**config.mk**
```make
export PLATFORM = sky130hd
export DESIGN_NAME = fifo_wr_arbiter
export DESIGN_NICKNAME = d
export VERILOG_FILES = /design/src/rtl/shared_pkg.sv /design/src/rtl/fifo_wr_arbiter_rr_picker.sv /design/src/rtl/fifo_wr_arbiter.sv
export SDC_FILE = /design/constraint.sdc
export NUM_CORES = 1
export LEC_CHECK = 0
export CAP_MARGIN = 25
export CORE_MARGIN = 3
export CORE_UTILIZATION = 44
export DETAILED_ROUTE_END_ITERATION = 10
export PLACE_DENSITY = 0.88
export SLEW_MARGIN = 20
export SYNTH_ARGS = -nofsm -noshare
export SYNTH_HDL_FRONTEND = slang
export SYNTH_SLANG_ARGS = --single-unit
```
**constraint.sdc**
```tcl
create_clock -name clk -period 4.5 [get_ports clk]
set_clock_uncertainty 0.2 [all_clocks]
set_input_delay 1.35 -clock clk [delete_from_list [all_inputs] [get_ports clk]]
set_output_delay 1.35 -clock clk [all_outputs]
set_load 0.005 [all_outputs]
```
**src/rtl/shared_pkg.sv**
```systemverilog
// rtl/shared_pkg.sv - shared types and default constants for the FIFO write arbiter
//
// Purpose: arbiter FSM state encoding and default parameter values used by
//          fifo_wr_arbiter and rr_picker.
// Ports:   none (package).
package shared_pkg;

  typedef enum logic [1:0] {
    IDLE       = 2'd0,
    ISSUE      = 2'd1,
    RESP       = 2'd2,
    WAIT_SPACE = 2'd3
  } arb_state_e;

  localparam int DEF_N_REQ        = 4;
  localparam int DEF_FIFO_WIDTH   = 16;
  localparam int DEF_RETRY_MAX    = 3;
  localparam int DEF_RESP_TIMEOUT = 2;

endpackage

```
**src/rtl/fifo_wr_arbiter_rr_picker.sv**
```systemverilog
// rtl/fifo_wr_arbiter_rr_picker.sv - combinational round-robin request picker
//
// Purpose: finds the first set request bit searching upward from rr_ptr,
//          wrapping past N_REQ-1 back to 0.
// Ports:
//   req     in  N_REQ          request vector
//   rr_ptr  in  $clog2(N_REQ)  highest-priority index
//   valid   out 1              at least one request set
//   idx     out $clog2(N_REQ)  chosen requester
module rr_picker
  import shared_pkg::*;
#(
  parameter int N_REQ = DEF_N_REQ
) (
  input  logic [N_REQ-1:0]         req,
  input  logic [$clog2(N_REQ)-1:0] rr_ptr,
  output logic                     valid,
  output logic [$clog2(N_REQ)-1:0] idx
);

  localparam int IW = $clog2(N_REQ);

  logic [IW:0] cand;

  // Walk the offsets from farthest to nearest so the nearest hit to rr_ptr
  // is the one left standing; the extra bit keeps the wrap exact for
  // non-power-of-two N_REQ.
  always_comb begin
    valid = 1'b0;
    idx   = '0;
    cand  = '0;
    for (int i = N_REQ - 1; i >= 0; i--) begin
      cand = {1'b0, rr_ptr} + (IW+1)'(i);
      if (cand >= (IW+1)'(N_REQ)) begin
        cand = cand - (IW+1)'(N_REQ);
      end
      if (req[cand[IW-1:0]]) begin
        valid = 1'b1;
        idx   = cand[IW-1:0];
      end
    end
  end

endmodule

```
**src/rtl/fifo_wr_arbiter.sv**
```systemverilog
// rtl/fifo_wr_arbiter.sv - round-robin arbiter sharing one FIFO write port
//
// Purpose: grants one of N_REQ producers, latches its word, issues a single
//          wr_en, then acks, retries (after waiting for space) or errors the
//          requester depending on the FIFO wr_ack/overflow response.
// Optional: define FIFO_ARB_STATS_EN to add stat_acc/stat_ovf counters.
// Ports:
//   clk, rst       clock, asynchronous active-high reset
//   req            per-requester level request
//   req_data       packed data, slice i for requester i
//   req_ack        one-cycle pulse, word accepted
//   req_err        one-cycle pulse, retries exhausted
//   fifo_wr_en     FIFO write enable
//   fifo_data_in   FIFO write data
//   fifo_full      FIFO full flag
//   fifo_wr_ack    FIFO write acknowledge
//   fifo_overflow  FIFO overflow flag
//   busy           high while not IDLE
//   grant_id       current or last granted requester
//   stat_acc       (optional) per-requester accepted-word counters, 16 bit each
//   stat_ovf       (optional) total overflow/timeout retries
module fifo_wr_arbiter
  import shared_pkg::*;
#(
  parameter int N_REQ        = DEF_N_REQ,
  parameter int FIFO_WIDTH   = DEF_FIFO_WIDTH,
  parameter int RETRY_MAX    = DEF_RETRY_MAX,
  parameter int RESP_TIMEOUT = DEF_RESP_TIMEOUT
) (
  input  logic                        clk,
  input  logic                        rst,
  input  logic [N_REQ-1:0]            req,
  input  logic [N_REQ*FIFO_WIDTH-1:0] req_data,
  output logic [N_REQ-1:0]            req_ack,
  output logic [N_REQ-1:0]            req_err,
  output logic                        fifo_wr_en,
  output logic [FIFO_WIDTH-1:0]       fifo_data_in,
  input  logic                        fifo_full,
  input  logic                        fifo_wr_ack,
  input  logic                        fifo_overflow,
  output logic                        busy,
  output logic [$clog2(N_REQ)-1:0]    grant_id
`ifdef FIFO_ARB_STATS_EN
  ,
  output logic [N_REQ*16-1:0]         stat_acc,
  output logic [15:0]                 stat_ovf
`endif
);

  localparam int IW   = $clog2(N_REQ);
  localparam int RC_W = $clog2(RETRY_MAX + 1);
  localparam int TO_W = $clog2(RESP_TIMEOUT + 1);

  arb_state_e      state, state_n;
  logic [IW-1:0]   rr_ptr, rr_ptr_n;
  logic [RC_W-1:0] retry_cnt, retry_n;
  logic [TO_W-1:0] to_cnt, to_n;

  logic [IW-1:0]         grant_n;
  logic [FIFO_WIDTH-1:0] data_n;
  logic                  wr_en_n;
  logic [N_REQ-1:0]      ack_n, err_n;

  logic                  pick_valid;
  logic [IW-1:0]         pick_idx;
  logic [FIFO_WIDTH-1:0] data_sel;
  logic [IW:0]           gid_inc;
  logic [IW-1:0]         ptr_after;
  logic                  resp_fail;

  rr_picker #(.N_REQ(N_REQ)) u_picker (
    .req    (req),
    .rr_ptr (rr_ptr),
    .valid  (pick_valid),
    .idx    (pick_idx)
  );

  always_comb begin
    data_sel = '0;
    for (int i = 0; i < N_REQ; i++) begin
      if (pick_idx == IW'(i)) begin
        data_sel = req_data[i*FIFO_WIDTH +: FIFO_WIDTH];
      end
    end
  end

  // Priority after a completed word starts just past the requester served.
  assign gid_inc   = {1'b0, grant_id} + (IW+1)'(1);
  assign ptr_after = (gid_inc >= (IW+1)'(N_REQ)) ? '0 : gid_inc[IW-1:0];

  // A silent FIFO for RESP_TIMEOUT cycles is handled exactly like overflow.
  assign resp_fail = fifo_overflow || (to_cnt == TO_W'(RESP_TIMEOUT - 1));

  always_comb begin
    state_n  = state;
    rr_ptr_n = rr_ptr;
    retry_n  = retry_cnt;
    to_n     = to_cnt;
    grant_n  = grant_id;
    data_n   = fifo_data_in;
    wr_en_n  = 1'b0;
    ack_n    = '0;
    err_n    = '0;
    case (state)
      IDLE: begin
        if (pick_valid && !fifo_full) begin
          grant_n = pick_idx;
          data_n  = data_sel;
          retry_n = '0;
          state_n = ISSUE;
        end
      end
      ISSUE: begin
        wr_en_n = 1'b1;
        to_n    = '0;
        state_n = RESP;
      end
      RESP: begin
        if (fifo_wr_ack) begin
          ack_n[grant_id] = 1'b1;
          rr_ptr_n        = ptr_after;
          state_n         = IDLE;
        end else if (resp_fail) begin
          retry_n = retry_cnt + RC_W'(1);
          if (retry_n == RC_W'(RETRY_MAX)) begin
            err_n[grant_id] = 1'b1;
            rr_ptr_n        = ptr_after;
            state_n         = IDLE;
          end else begin
            state_n = WAIT_SPACE;
          end
        end else begin
          to_n = to_cnt + TO_W'(1);
        end
      end
      WAIT_SPACE: begin
        if (!fifo_full) begin
          state_n = ISSUE;
        end
      end
      default: state_n = IDLE;
    endcase
  end

  always_ff @(posedge clk or posedge rst) begin
    if (rst) begin
      state        <= IDLE;
      rr_ptr       <= '0;
      retry_cnt    <= '0;
      to_cnt       <= '0;
      grant_id     <= '0;
      fifo_data_in <= '0;
      fifo_wr_en   <= 1'b0;
      req_ack      <= '0;
      req_err      <= '0;
      busy         <= 1'b0;
    end else begin
      state        <= state_n;
      rr_ptr       <= rr_ptr_n;
      retry_cnt    <= retry_n;
      to_cnt       <= to_n;
      grant_id     <= grant_n;
      fifo_data_in <= data_n;
      fifo_wr_en   <= wr_en_n;
      req_ack      <= ack_n;
      req_err      <= err_n;
      busy         <= (state_n != IDLE);
    end
  end

`ifdef FIFO_ARB_STATS_EN
  logic [15:0] acc_cnt [N_REQ];
  logic [15:0] ovf_cnt;
  logic        ovf_evt;

  assign ovf_evt = (state == RESP) && !fifo_wr_ack && resp_fail;

  // Accepted words are counted off the registered ack pulse.
  always_ff @(posedge clk or posedge rst) begin
    if (rst) begin
      for (int i = 0; i < N_REQ; i++) begin
        acc_cnt[i] <= '0;
      end
      ovf_cnt <= '0;
    end else begin
      for (int i = 0; i < N_REQ; i++) begin
        if (req_ack[i] && acc_cnt[i] != 16'hFFFF) begin
          acc_cnt[i] <= acc_cnt[i] + 16'd1;
        end
      end
      if (ovf_evt && ovf_cnt != 16'hFFFF) begin
        ovf_cnt <= ovf_cnt + 16'd1;
      end
    end
  end

  always_comb begin
    stat_acc = '0;
    for (int i = 0; i < N_REQ; i++) begin
      stat_acc[i*16 +: 16] = acc_cnt[i];
    end
  end

  assign stat_ovf = ovf_cnt;
`endif

endmodule

```
## Word-level counts from Yosys, hierarchy flattened

Cells that the tools add are included.

- Logic and storage cells: 108
- Flip-flop bits (word level): 36
- Output and inout bits: 28

- Multiplexer cells: 50
- Reduce and logical (&&, ||, !) cells: 15
- $add $sub $neg: 10
- Equality and inequality tests: 12
- $lt $le $gt $ge: 11

Operator list:

| kind | number |
|---|---|
| $mux W16 | 4 |
| $mux W2 | 22 |
| $mux W4 | 6 |
| $lt A2 B3 Y1 const B | 5 |
| $ge A3 B3 Y1 const B | 4 |
| $eq A2 B2 Y1 const B | 5 |
| $mux W1 | 10 |
| $reduce_bool A2 Y1 | 5 |
| $bmux W1 S2 | 4 |
| $ne A2 B2 Y1 const B | 4 |
| $pmux W2 S2 | 2 |
| $pmux W2 S4 | 1 |
| $sub A2 B1 Y2 const B | 4 |
| $add A2 B1 Y3 const B | 2 |
| $add A2 B2 Y3 const B | 2 |
| $eq A2 B1 Y1 const B | 3 |
| $reduce_and A3 Y1 | 2 |
| $add A2 B1 Y2 const B | 2 |
| $logic_not A2 Y1 | 2 |
| $reduce_and A4 Y1 | 1 |
| $ge A2 B3 Y1 const B | 1 |
| $demux W1 S2 | 1 |
| $ge A2 B1 Y1 const B | 1 |
| $logic_and A1 B1 Y1 | 2 |
| other kinds (3) | 3 |

## Depth between registers and ports, before layout

- Depth after elaboration: 14
- Depth in mapped cells: 6
- Gate-level depth less buffers: 6

## By module

Synthesis repeated with hierarchy kept, for this count alone.

- Cells, all modules: 145
- Area, all modules: 1995.7 um^2

By module, submodules not included:

| module | times used | area each (um^2) | cells an instance |
|---|---|---|---|
| fifo_wr_arbiter | 1 | 1918.1 | 132 |
| rr_picker | 1 | 77.6 | 13 |

## Least setup slack after synthesis

Ideal clock, no wire load.

- Kind: input -> register
- Start point: input fifo_full
- End point: register fifo_data_in[10]
- Stages on the path: 5
- Buffers on the path: 1
- Arrival: 2462 ps
- Setup slack: 1704 ps
- Setup time: 134 ps
- Cell sequence: or3_4 -> a211o_4 -> buf_6 -> o32ai_1 -> a311oi_1

- Cells in the longest elaborated chain, start to end: 3

RTL lines:

| item | RTL line | RTL |
|---|---|---|
| start: declaration | fifo_wr_arbiter.sv:38 | `input logic fifo_full,` |
| $logic_not A1 Y1 | n/a |  |
| $logic_and A1 B1 Y1 | fifo_wr_arbiter.sv:106 | `if (pick_valid && !fifo_full) begin` |
| $reduce_and A2 Y1 (no source line) | n/a |  |
| end signal: assignment | fifo_wr_arbiter.sv:163 | `fifo_data_in <= data_n;` |
| end: declaration | fifo_wr_arbiter.sv:37 | `output logic [FIFO_WIDTH-1:0] fifo_data_in,` |

Every way passes these cells.
A chain may end at the register's enable or synchronous reset.

## Worst setup path in the final report

- Start point: input req[1]
- End point: register fifo_data_in[13]

- Cells in the longest elaborated chain, start to end: 11

RTL lines:

| item | RTL line | RTL |
|---|---|---|
| start: declaration | fifo_wr_arbiter.sv:32 | `input logic [N_REQ-1:0] req,` |
| $bmux W1 S2 | fifo_wr_arbiter_rr_picker.sv:37 | `if (req[cand[IW-1:0]]) begin` |
| $mux W1 (not written as such) | fifo_wr_arbiter_rr_picker.sv:37 |  |
| $mux W2 (4 in a row) | fifo_wr_arbiter_rr_picker.sv:37 |  |
| $logic_not A2 Y1 | fifo_wr_arbiter.sv:81 | `if (pick_idx == IW'(i)) begin` |
| $mux W16 (4 in a row) | fifo_wr_arbiter.sv:81 |  |

Parallel ways exist; a longest one is shown, timed or not. The select of a mux whose other input is x is not followed.

==> results.sh <==
export IMPL_clock_sinks=36
export IMPL_power_per_cell_area_mw_per_mm2=501
export IMPL_r2r_cells=4
export IMPL_final_net_count=390
export IMPL_synth_largest_type_area_fraction_pct=41.9
export IMPL_number_of_optimization_iterations_in_the_first_detailed_route_pass=5
export IMPL_top_level_ports=101
export IMPL_required_ns=4.41
export IMPL_post_cts_buffers=0
export IMPL_gr_usage_all_layers_pct=24.0
export IMPL_capture_instance_of_the_worst_register_to_register_path="fifo_data_in[13]"
export IMPL_cts_root_to_sink_buffers=2
export IMPL_headroom_to_the_max_slew_limit_pct=38.1
export IMPL_drt_iter0_drc=206
export IMPL_post_place_ws_ns=0.596
export IMPL_post_route_period_util_pct=80.0
export IMPL_grt_overflow_total=0
export IMPL_postLayoutSetupSlackWorst_ns=0.902
export IMPL_synth_top_cell_by_area="sky130_fd_sc_hd__dfrtp_1"
export IMPL_startpoint_type="input port"
export IMPL_power_ir_vdd_worst_uv=223
export IMPL_synth_area_per_cell_um2=9.99
export IMPL_cts_root_buffer_cell="sky130_fd_sc_hd__clkbuf_8"
export IMPL_power_consumption_w=0.00164
export IMPL_grt_setup_unrepaired="no"
export IMPL_post_synthesis_async_set_or_reset_flop_share_pct=100
export IMPL_synth_sequential_area_ratio_pct=41.9
export IMPL_grt_max_degree=37
export IMPL_crit_start="req[1]"
export IMPL_globalplace_congestion=0.897
export IMPL_ys_warn_count=0
export IMPL_endpoint="fifo_data_in[13]"
export IMPL_initial_core_util_pct=47.4
export IMPL_timing_setup_critical_path_class="in -> reg"
export IMPL_min_path_type="reg -> reg"
export IMPL_flow_area_growth_from_synthesis_pct=52.1
export IMPL_report_final_slew_viol_count=0
export IMPL_antenna_found_initial=0
export IMPL_synth_top_cells_by_count="sky130_fd_sc_hd__dfrtp_1 (36), sky130_fd_sc_hd__nor3_1 (20), sky130_fd_sc_hd__nand3_1 (18)"
export IMPL_viasPerCell=6.15
export IMPL_holdBufCountCts=0
export IMPL_antennaDiodeCount=0
export IMPL_leading_cell_type_by_number_of_instances_after_synthesis="sky130_fd_sc_hd__dfrtp_1"
export IMPL_number_of_distinct_library_cells_after_synthesis=45
export IMPL_crit_arrival_ns=3.51
export IMPL_port_buffers=100
export IMPL_hold_violations=0
export IMPL_ys_flop_type="sky130_fd_sc_hd__dfrtp_1"
export IMPL_route_detailed_drc=0
export IMPL_maxClockFrequency_ghz=0.278
export IMPL_core_rowCount=24
export IMPL_routed_via_count=2317
export IMPL_dp_hpwl_mm=5.05
export IMPL_cellLeakagePower_nw=1.28
export IMPL_first_pass_grt_wire_length_mm=10.5
export IMPL_dieWidth_um=75.9
export IMPL_avgRoutedWirePerCell_um=18.3
export IMPL_cts_htree_levels=2
export IMPL_transition_time_of_the_tightest_slew_check_pin_ns=0.926
export IMPL_crit_reg2reg_launch="state[1]"
export IMPL_path_clk_slew_ns=0.07
export IMPL_dieHeight_um=75.9
export IMPL_synth_net_count=294
export IMPL_ys_top_cells_by_area="sky130_fd_sc_hd__dfrtp_1 (42%), sky130_fd_sc_hd__a311oi_1 (6.5%), sky130_fd_sc_hd__o221ai_1 (6.5%)"
export IMPL_ant_nets=0
export IMPL_synth_edf_count=0
export IMPL_floorplan_die_area_mm2=0.00576
export IMPL_final_layout_size_suffix_gt1_share_pct=9.29
export IMPL_worst_setup_path_end_kind="register"
export IMPL_postRouteWirelength_mm=6.90
export IMPL_cts_inserted_buffers=5
export IMPL_tritoncts_clock_tree="yes"
export IMPL_regToRegSetupSlack_ns=2.07
export IMPL_postSynthCellCount=215
export IMPL_hp_start="to_cnt[1]"
export IMPL_timing_final_crit_period_ns=3.60
export IMPL_cap_viol_max_count=0
export IMPL_outcome="finished clean"
export IMPL_grt_pass1_vias=2196
export IMPL_clk_latency_ns=0.29
export IMPL_post_cts_resized_instances=0
export IMPL_synth_area_mm2=0.00215
export IMPL_setup_violations_final=0
export IMPL_core_area_mm2=0.00453
export IMPL_finalCoreUtilization_pct=72.0
export IMPL_ys_seq_elements=36
export IMPL_setup_total_negative_slack_ns=0
export IMPL_critical_path_peak_fanout=17
-- placed cells by master (no fill, tap or decap), types with 2 or more instances in the layout --
cell / instances
sky130_fd_sc_hd__clkdlybuf4s50_1: 100
sky130_fd_sc_hd__dfrtp_1: 36
sky130_fd_sc_hd__nor3_1: 20
sky130_fd_sc_hd__nand3_1: 18
sky130_fd_sc_hd__o221ai_1: 16
sky130_fd_sc_hd__a311oi_1: 16
sky130_fd_sc_hd__o32ai_1: 15
sky130_fd_sc_hd__inv_1: 10
sky130_fd_sc_hd__and3_1: 8
sky130_fd_sc_hd__nor2_1: 6
sky130_fd_sc_hd__ha_1: 6
sky130_fd_sc_hd__buf_4: 6
sky130_fd_sc_hd__o21ai_0: 5
sky130_fd_sc_hd__clkbuf_8: 5
sky130_fd_sc_hd__nand2_1: 4
sky130_fd_sc_hd__nand2b_1: 4
sky130_fd_sc_hd__a21oi_1: 3
sky130_fd_sc_hd__a22o_1: 2
sky130_fd_sc_hd__o21a_1: 2
sky130_fd_sc_hd__o221a_2: 2
sky130_fd_sc_hd__mux2_2: 2
sky130_fd_sc_hd__clkinv_2: 2
-- where the power goes --
group	total, W	internal [W]	switching, W
logic	0.000845	0.000435	0.000410
clock network	0.000227	0.000108	0.000119
registers	0.000566	0.000453	0.000113
total	0.00164	0.000996	0.000642
-- worst min path at each step --
stage,end,slack [ns],cells after the start
final,to_cnt[1],0.32,1
after CTS,to_cnt[1],0.32,1
after floorplan,retry_cnt[0],0.26,1
after global routing,to_cnt[1],0.34,1
after detailed placement,to_cnt[1],0.29,1
after global placement,retry_cnt[0],0.28,1
-- stage by stage --
stage	cell area, µm²	cells	hold WS [ns]
global placement	3180	369	0.281
detailed placement	3180	369	0.295
global route	3270	377	0.340
floorplan	2150	215	0.258
finish	3270	377	0.319
CTS	3270	377	0.315
-- cell families after synthesis --
logic type / synth area share [%]
AO/OA/AOI/OAI: 28.5
adder cells (fa/ha/maj): 3.49
buffers and inverters: 6.23
flip-flops: 41.9
multiplexers: 1.51
AND/OR/NAND/NOR: 18.3
-- sequential cells by signal (all words and copies together), names as in the netlist --
signal,count
req_ack,4
to_cnt,2
rr_ptr,2
busy,1
state,2
fifo_data_in,16
grant_id,2
req_err,4
fifo_wr_en,1
retry_cnt,2
-- area by class of cell --
cell class | count | area (µm²)
Fill cell | 328 | 1270
Sequential cell | 36 | 901
Timing Repair Buffer | 106 | 1050
Inverter | 10 | 37.5
Clock inverter | 3 | 18.8
Tap cell | 65 | 81.3
Clock buffer | 5 | 68.8
Multi-Input combinational cell | 152 | 1110
-- routing by layer --
metal | track usage, % | wire length (µm) | up-vias
met1 | 33.9 | 2860 | 1100
met4 | 8.16 | 191 | 0
li1 | - | - | 1069
met2 | 36.2 | 3270 | 128
met3 | 5.41 | 566 | 20
met5 | 0 | 0 | -
-- worst max-delay path, cell delays in order --
cell and delay [ns]:
sky130_fd_sc_hd__clkdlybuf4s50_1 0.67, sky130_fd_sc_hd__buf_4 0.28, sky130_fd_sc_hd__nor2_1 0.05, sky130_fd_sc_hd__or4_1 0.84
sky130_fd_sc_hd__nand3_1 0.20, sky130_fd_sc_hd__a311oi_1 0.11
Power figures use the tool's default switching activity.
